--- src/rtl/cpu_pkg.sv ---
// rtl/cpu_pkg.sv - shared sequencer stage encoding and stage helpers
package cpu_pkg;

    typedef enum logic [2:0] {
        ST_IDLE   = 3'd0,
        ST_FETCH  = 3'd1,
        ST_DECODE = 3'd2,
        ST_EXEC   = 3'd3,
        ST_MEM    = 3'd4,
        ST_WB     = 3'd5,
        ST_HALT   = 3'd6,
        ST_FAULT  = 3'd7
    } stage_t;

    // Stages that consume a cycle of useful work for the cycle counter
    function automatic logic stage_active(input stage_t s);
        return !(s == ST_IDLE || s == ST_HALT || s == ST_FAULT);
    endfunction

    // Stages that wait on a memory handshake and are covered by the watchdog
    function automatic logic stage_waits(input stage_t s);
        return (s == ST_FETCH) || (s == ST_MEM);
    endfunction

endpackage

--- src/rtl/seq_wdog.sv ---
// rtl/seq_wdog.sv - memory wait watchdog, flags the cycle the wait count reaches its limit
module seq_wdog #(
    parameter int LIMIT = 15
) (
    input  logic r_clk,
    input  logic r_rst_n,
    input  logic clear,
    input  logic count_en,
    output logic expired
);

    localparam int W = $clog2(LIMIT + 1);

    logic [W-1:0] cnt;

    // Count not-ready cycles; a clear (stage change) always restarts from zero
    always_ff @(posedge r_clk) begin
        if (!r_rst_n) begin
            cnt <= '0;
        end else if (clear) begin
            cnt <= '0;
        end else if (count_en) begin
            cnt <= cnt + W'(1);
        end
    end

    // Expired when this cycle's not-ready count would reach LIMIT
    assign expired = count_en && (cnt == W'(LIMIT - 1));

endmodule

--- src/rtl/cpu_seq.sv ---
// rtl/cpu_seq.sv - multi-cycle CPU control sequencer with memory wait watchdog
module cpu_seq
    import cpu_pkg::*;
#(
    parameter int CNT_W       = 32,
    parameter int MEM_TIMEOUT = 15
) (
    input  logic             r_clk,
    input  logic             r_rst_n,
    input  logic             start,
    input  logic             imem_ready,
    input  logic             dmem_ready,
    input  logic             dec_load,
    input  logic             dec_store,
    input  logic             dec_wb,
    input  logic             dec_halt,
    output stage_t           stage,
    output logic             imem_req,
    output logic             ir_we,
    output logic             dmem_req,
    output logic             dmem_we,
    output logic             rf_we,
    output logic             pc_we,
    output logic             retire,
    output logic             halted,
    output logic             fault,
    output logic [CNT_W-1:0] cycle_cnt,
    output logic [CNT_W-1:0] instret
);

    stage_t state;
    stage_t next_state;
    logic   ready_now;
    logic   wd_clear;
    logic   wd_count;
    logic   wd_expired;

    assign ready_now = (state == ST_FETCH) ? imem_ready : dmem_ready;
    assign wd_count  = stage_waits(state) && !ready_now;
    assign wd_clear  = (next_state != state);
    assign stage     = state;

    seq_wdog #(
        .LIMIT    (MEM_TIMEOUT)
    ) u_wdog (
        .r_clk    (r_clk),
        .r_rst_n  (r_rst_n),
        .clear    (wd_clear),
        .count_en (wd_count),
        .expired  (wd_expired)
    );

    // Stage register
    always_ff @(posedge r_clk) begin
        if (!r_rst_n) begin
            state <= ST_IDLE;
        end else begin
            state <= next_state;
        end
    end

    // Next stage; a ready handshake beats a watchdog expiry in the same cycle
    always_comb begin
        next_state = state;
        case (state)
            ST_IDLE:   if (start) next_state = ST_FETCH;
            ST_FETCH: begin
                if (imem_ready)      next_state = ST_DECODE;
                else if (wd_expired) next_state = ST_FAULT;
            end
            ST_DECODE: next_state = dec_halt ? ST_HALT : ST_EXEC;
            ST_EXEC:   next_state = (dec_load || dec_store) ? ST_MEM : ST_WB;
            ST_MEM: begin
                if (dmem_ready)      next_state = dec_store ? ST_FETCH : ST_WB;
                else if (wd_expired) next_state = ST_FAULT;
            end
            ST_WB:     next_state = ST_FETCH;
            ST_HALT:   next_state = ST_HALT;
            ST_FAULT:  next_state = ST_FAULT;
            default:   next_state = ST_IDLE;
        endcase
    end

    // Datapath controls from stage, with ir_we/retire as handshake-qualified pulses
    always_comb begin
        imem_req = (state == ST_FETCH);
        ir_we    = (state == ST_FETCH) && imem_ready;
        dmem_req = (state == ST_MEM);
        dmem_we  = (state == ST_MEM) && dec_store;
        rf_we    = (state == ST_WB) && dec_wb;
        pc_we    = (state == ST_WB) || ((state == ST_MEM) && dmem_ready && dec_store);
        retire   = pc_we;
        halted   = (state == ST_HALT);
        fault    = (state == ST_FAULT);
    end

    // Performance counters, frozen outside the working stages
    always_ff @(posedge r_clk) begin
        if (!r_rst_n) begin
            cycle_cnt <= '0;
            instret   <= '0;
        end else begin
            if (stage_active(state)) cycle_cnt <= cycle_cnt + CNT_W'(1);
            if (retire)              instret   <= instret + CNT_W'(1);
        end
    end

endmodule
--- config.mk ---
export PLATFORM = sky130hd
export DESIGN_NAME = cpu_seq
export DESIGN_NICKNAME = d
export VERILOG_FILES = /design/src/rtl/cpu_pkg.sv /design/src/rtl/seq_wdog.sv /design/src/rtl/cpu_seq.sv
export SDC_FILE = /design/constraint.sdc
export NUM_CORES = 1
export LEC_CHECK = 0
export CAP_MARGIN = 20
export CORE_MARGIN = 8
export CORE_UTILIZATION = 40
export CTS_CLUSTER_DIAMETER = 40
export DETAILED_ROUTE_END_ITERATION = 7
export DONT_BUFFER_PORTS = 1
export GPL_TIMING_DRIVEN = 0
export PLACE_DENSITY = 0.5
export SYNTH_ARGS = -nofsm -noshare
export SYNTH_HDL_FRONTEND = slang
export SYNTH_SLANG_ARGS = --single-unit
--- constraint.sdc ---
create_clock -name r_clk -period 3.5 [get_ports r_clk]
set_clock_uncertainty 0.05 [all_clocks]
set_input_delay 0.35 -clock r_clk [delete_from_list [all_inputs] [get_ports r_clk]]
set_output_delay 0.35 -clock r_clk [all_outputs]
set_load 0.005 [all_outputs]
==> impl_metrics.toml <==
[setup_path]
start_kind = "flop"
crit_required_ns = 3.10
critPathSlowestCell = "dfxtp_1"
crit_path_end_kind = "output pin"
critPathKind = "flop to output pin"
crit_family = "flip-flops"
critPathBufInv = 2
cpPeakStageDelay_ns = 0.47
crit_fanout = 10
cp_cell_sequence = "buf_2 > nand2b_1 > nor2_1 > buf_4"
critPathArrivalTime_ns = 1.72

[yosys]
synth_cell_types = 45
ys_warn_count = 0
avgSynthCellArea_um2 = 8.71
syn_inst = 414
synth_nets = 427
netlist_area_mm2 = 0.00361
synth_seq_cells = 71
yosysSeqAreaShare_pct = 39.4

[clock_tree]
clockRootBuffer = "clkbuf_8"
cts_max_level = 3
post-cts-setup-buffers = 0
cts_tree = "done"
clock_latency_ns = 0.34
cts.sinks = 71
cts_buffers = 9
clock_path_buffers = 2
ctsResizeCount = 0
holdBufCountCts = 0
path_clk_slew_ns = 0.07

[placement]
dpl.hpwl_um = 6340
portBuffers = 0
placed_area_mm2 = 0.00374
routabilityCongestion = 0.741
pre_cts_slack_ns = 1.45

[grt]
grt_overflow = 0
grt_use_total_pct = 14.1
grt_max_degree = 13
first_global_vias = 2714
grt_pass1_wl_um = 14400
antenna_found_initial = 0

[sta]
rsz0062_at_grt = "false"
fmax_mhz = 472
max-slew-margin-rel_pct = 59.0
tns_ns = 0
fin_crit_sh_pct = 60.6
setup_viol = 0
finalHoldViolations = 0
drv_slew = 0
period_minus_slack_ns = 2.12
worst_pin_slew_ns = 0.610
fin_ws_ns = 1.38

[status]
status = "complete, no violations"

[detailed_routing]
viasPerCell = 5.30
firstDrtPassIters = 4
met3WireLength_um = 693
wl_met2_um = 4040
post_drt_wl_per_cell_um = 16.2
drc = 0
top_layer_used = "met4"
drt-met1-wl_um = 3880
antenna_left = 0
drt-initial-drc-count = 114
num_vias = 2851
wl_um = 8740

[power_and_ir_drop]
ir_drop_uv = 219
leakage_nw = 1.54
power-per-cell-area_mw_per_mm2 = 435
power_mw = 1.74

[layout]
area_delta_synth_final_pct = 10.6
layout-drive-gt1-share_pct = 8.84
fillerInstances = 872
finish.utilization_pct = 45.7
nNetsFinal = 438
antenna_cells = 0
design_area_mm2 = 0.00399

[die]
start_util_pct = 41.3
die_h_um = 111
row_count = 34
core_region_area_mm2 = 0.00872
fp.dieW_um = 111
die_area_mm2 = 0.0123
io_pins = 85

[worst_hold_path]
min_path_type = "input port to flop"

[run]
maxCapViolations = 0
[kinds of logic (layout without fill, tap and decap cells)]
logic type | count (synthesis) | in the layout | synth area share [%]
simple gates | 215 | 215 | 34.9
flops | 71 | 71 | 39.4
xor+xnor | 54 | 54 | 13.1
compound gates | 36 | 36 | 6.84
buf+inv | 33 | 49 | 4.06
fa+ha+maj | 4 | 4 | 1.39
mux | 1 | 1 | 0.278
[cell usage in the layout, fill, tap and decap left out, types with 9 or more instances in the layout]
master	count
nand2_1	28
inv_1	12
nor2_1	18
clkbuf_1	11
o21ai_0	11
or3_1	9
xnor2_1	17
nand3_1	26
and4_1	9
dfxtp_1	71
and2_1	49
xor2_1	37
clkbuf_8	10
nor4_1	20
nor3_1	18
[cells in the mapped netlist (all sizes together)]
| cell | instances | area, um^2 |
|---|---|---|
| a211oi | 2 | 15.0 |
| a21boi | 10 | 75.1 |
| a21oi | 4 | 27.5 |
| a221oi | 1 | 8.76 |
| and2 | 49 | 307 |
| and3 | 6 | 37.5 |
| and3b | 1 | 8.76 |
| and4 | 10 | 90.1 |
| and4b | 1 | 10.0 |
| buf | 10 | 58.8 |
| clkbuf | 11 | 42.5 |
| dfxtp | 71 | 1420 |
| ha | 4 | 50.1 |
| inv | 12 | 45.0 |
| mux2i | 1 | 10.0 |
| nand2 | 28 | 105 |
| nand2b | 3 | 18.8 |
| nand3 | 27 | 140 |
| nand4 | 9 | 77.6 |
| nor2 | 18 | 67.6 |
| nor2b | 8 | 50.1 |
| nor3 | 18 | 90.1 |
| nor3b | 1 | 7.51 |
| nor4 | 22 | 150 |
| o2111ai | 1 | 8.76 |
| o21a | 6 | 45.0 |
| o21ai | 11 | 55.1 |
| o221a | 1 | 11.3 |
| or2 | 1 | 6.26 |
| or3 | 10 | 67.6 |
| or3b | 2 | 17.5 |
| or4 | 1 | 7.51 |
| xnor2 | 17 | 149 |
| xor2 | 37 | 324 |
[layer usage]
| metal | up-vias | GRT usage, % |
|---|---|---|
| li1 | 1450 | - |
| met2 | 61 | 22.8 |
| met5 | - | 0 |
| met1 | 1328 | 16.4 |
| met4 | 0 | 5.95 |
| met3 | 12 | 5.19 |
[metrics by stage]
step | cells | hold slack (ns)
2_1_floorplan | 414 | 0.409
3_3_place_gp | 522 | 0.443
3_5_place_dp | 522 | 0.447
4_1_cts | 538 | 0.101
5_1_grt | 538 | 0.116
6_report | 538 | 0.120
[path summary, 6_finish.rpt]
path	slack (ns)	start	end	depth (start not counted)
worst max-delay path	1.38	stage[2]	retire	4
worst min-delay path	0.12	r_rst_n	instret[31]	2
worst max register to register	1.45	stage[2]	cycle_cnt[19]	7
worst min register to register	0.46	u_wdog.cnt[3]	u_wdog.cnt[3]	2
[where the power goes]
| group | total [mW] | leakage, nW | switching [mW] | internal (mW) |
|---|---|---|---|---|
| clock | 0.814 | 0.116 | 0.321 | 0.494 |
| sequential | 0.834 | 0.572 | 0.0166 | 0.817 |
| combinational | 0.0885 | 0.855 | 0.0533 | 0.0352 |
| total | 1.74 | 1.54 | 0.391 | 1.35 |
[final cells by class]
type | count | area, um^2 | area share (%)
clock buffer | 11 | 141 | 3.55
buffer | 21 | 101 | 2.54
clock inverter | 5 | 105 | 2.64
sequential | 71 | 1420 | 35.6
tap | 108 | 135 | 3.39
inverter | 12 | 45.0 | 1.13
multi-input combinational | 310 | 2040 | 51.1
[state kept, by name, summed over array words and instances (netlist names)]
name,count
cycle_cnt,32
instret,32
stage,3
u_wdog.cnt,4
Power figures use the tool's default switching activity.
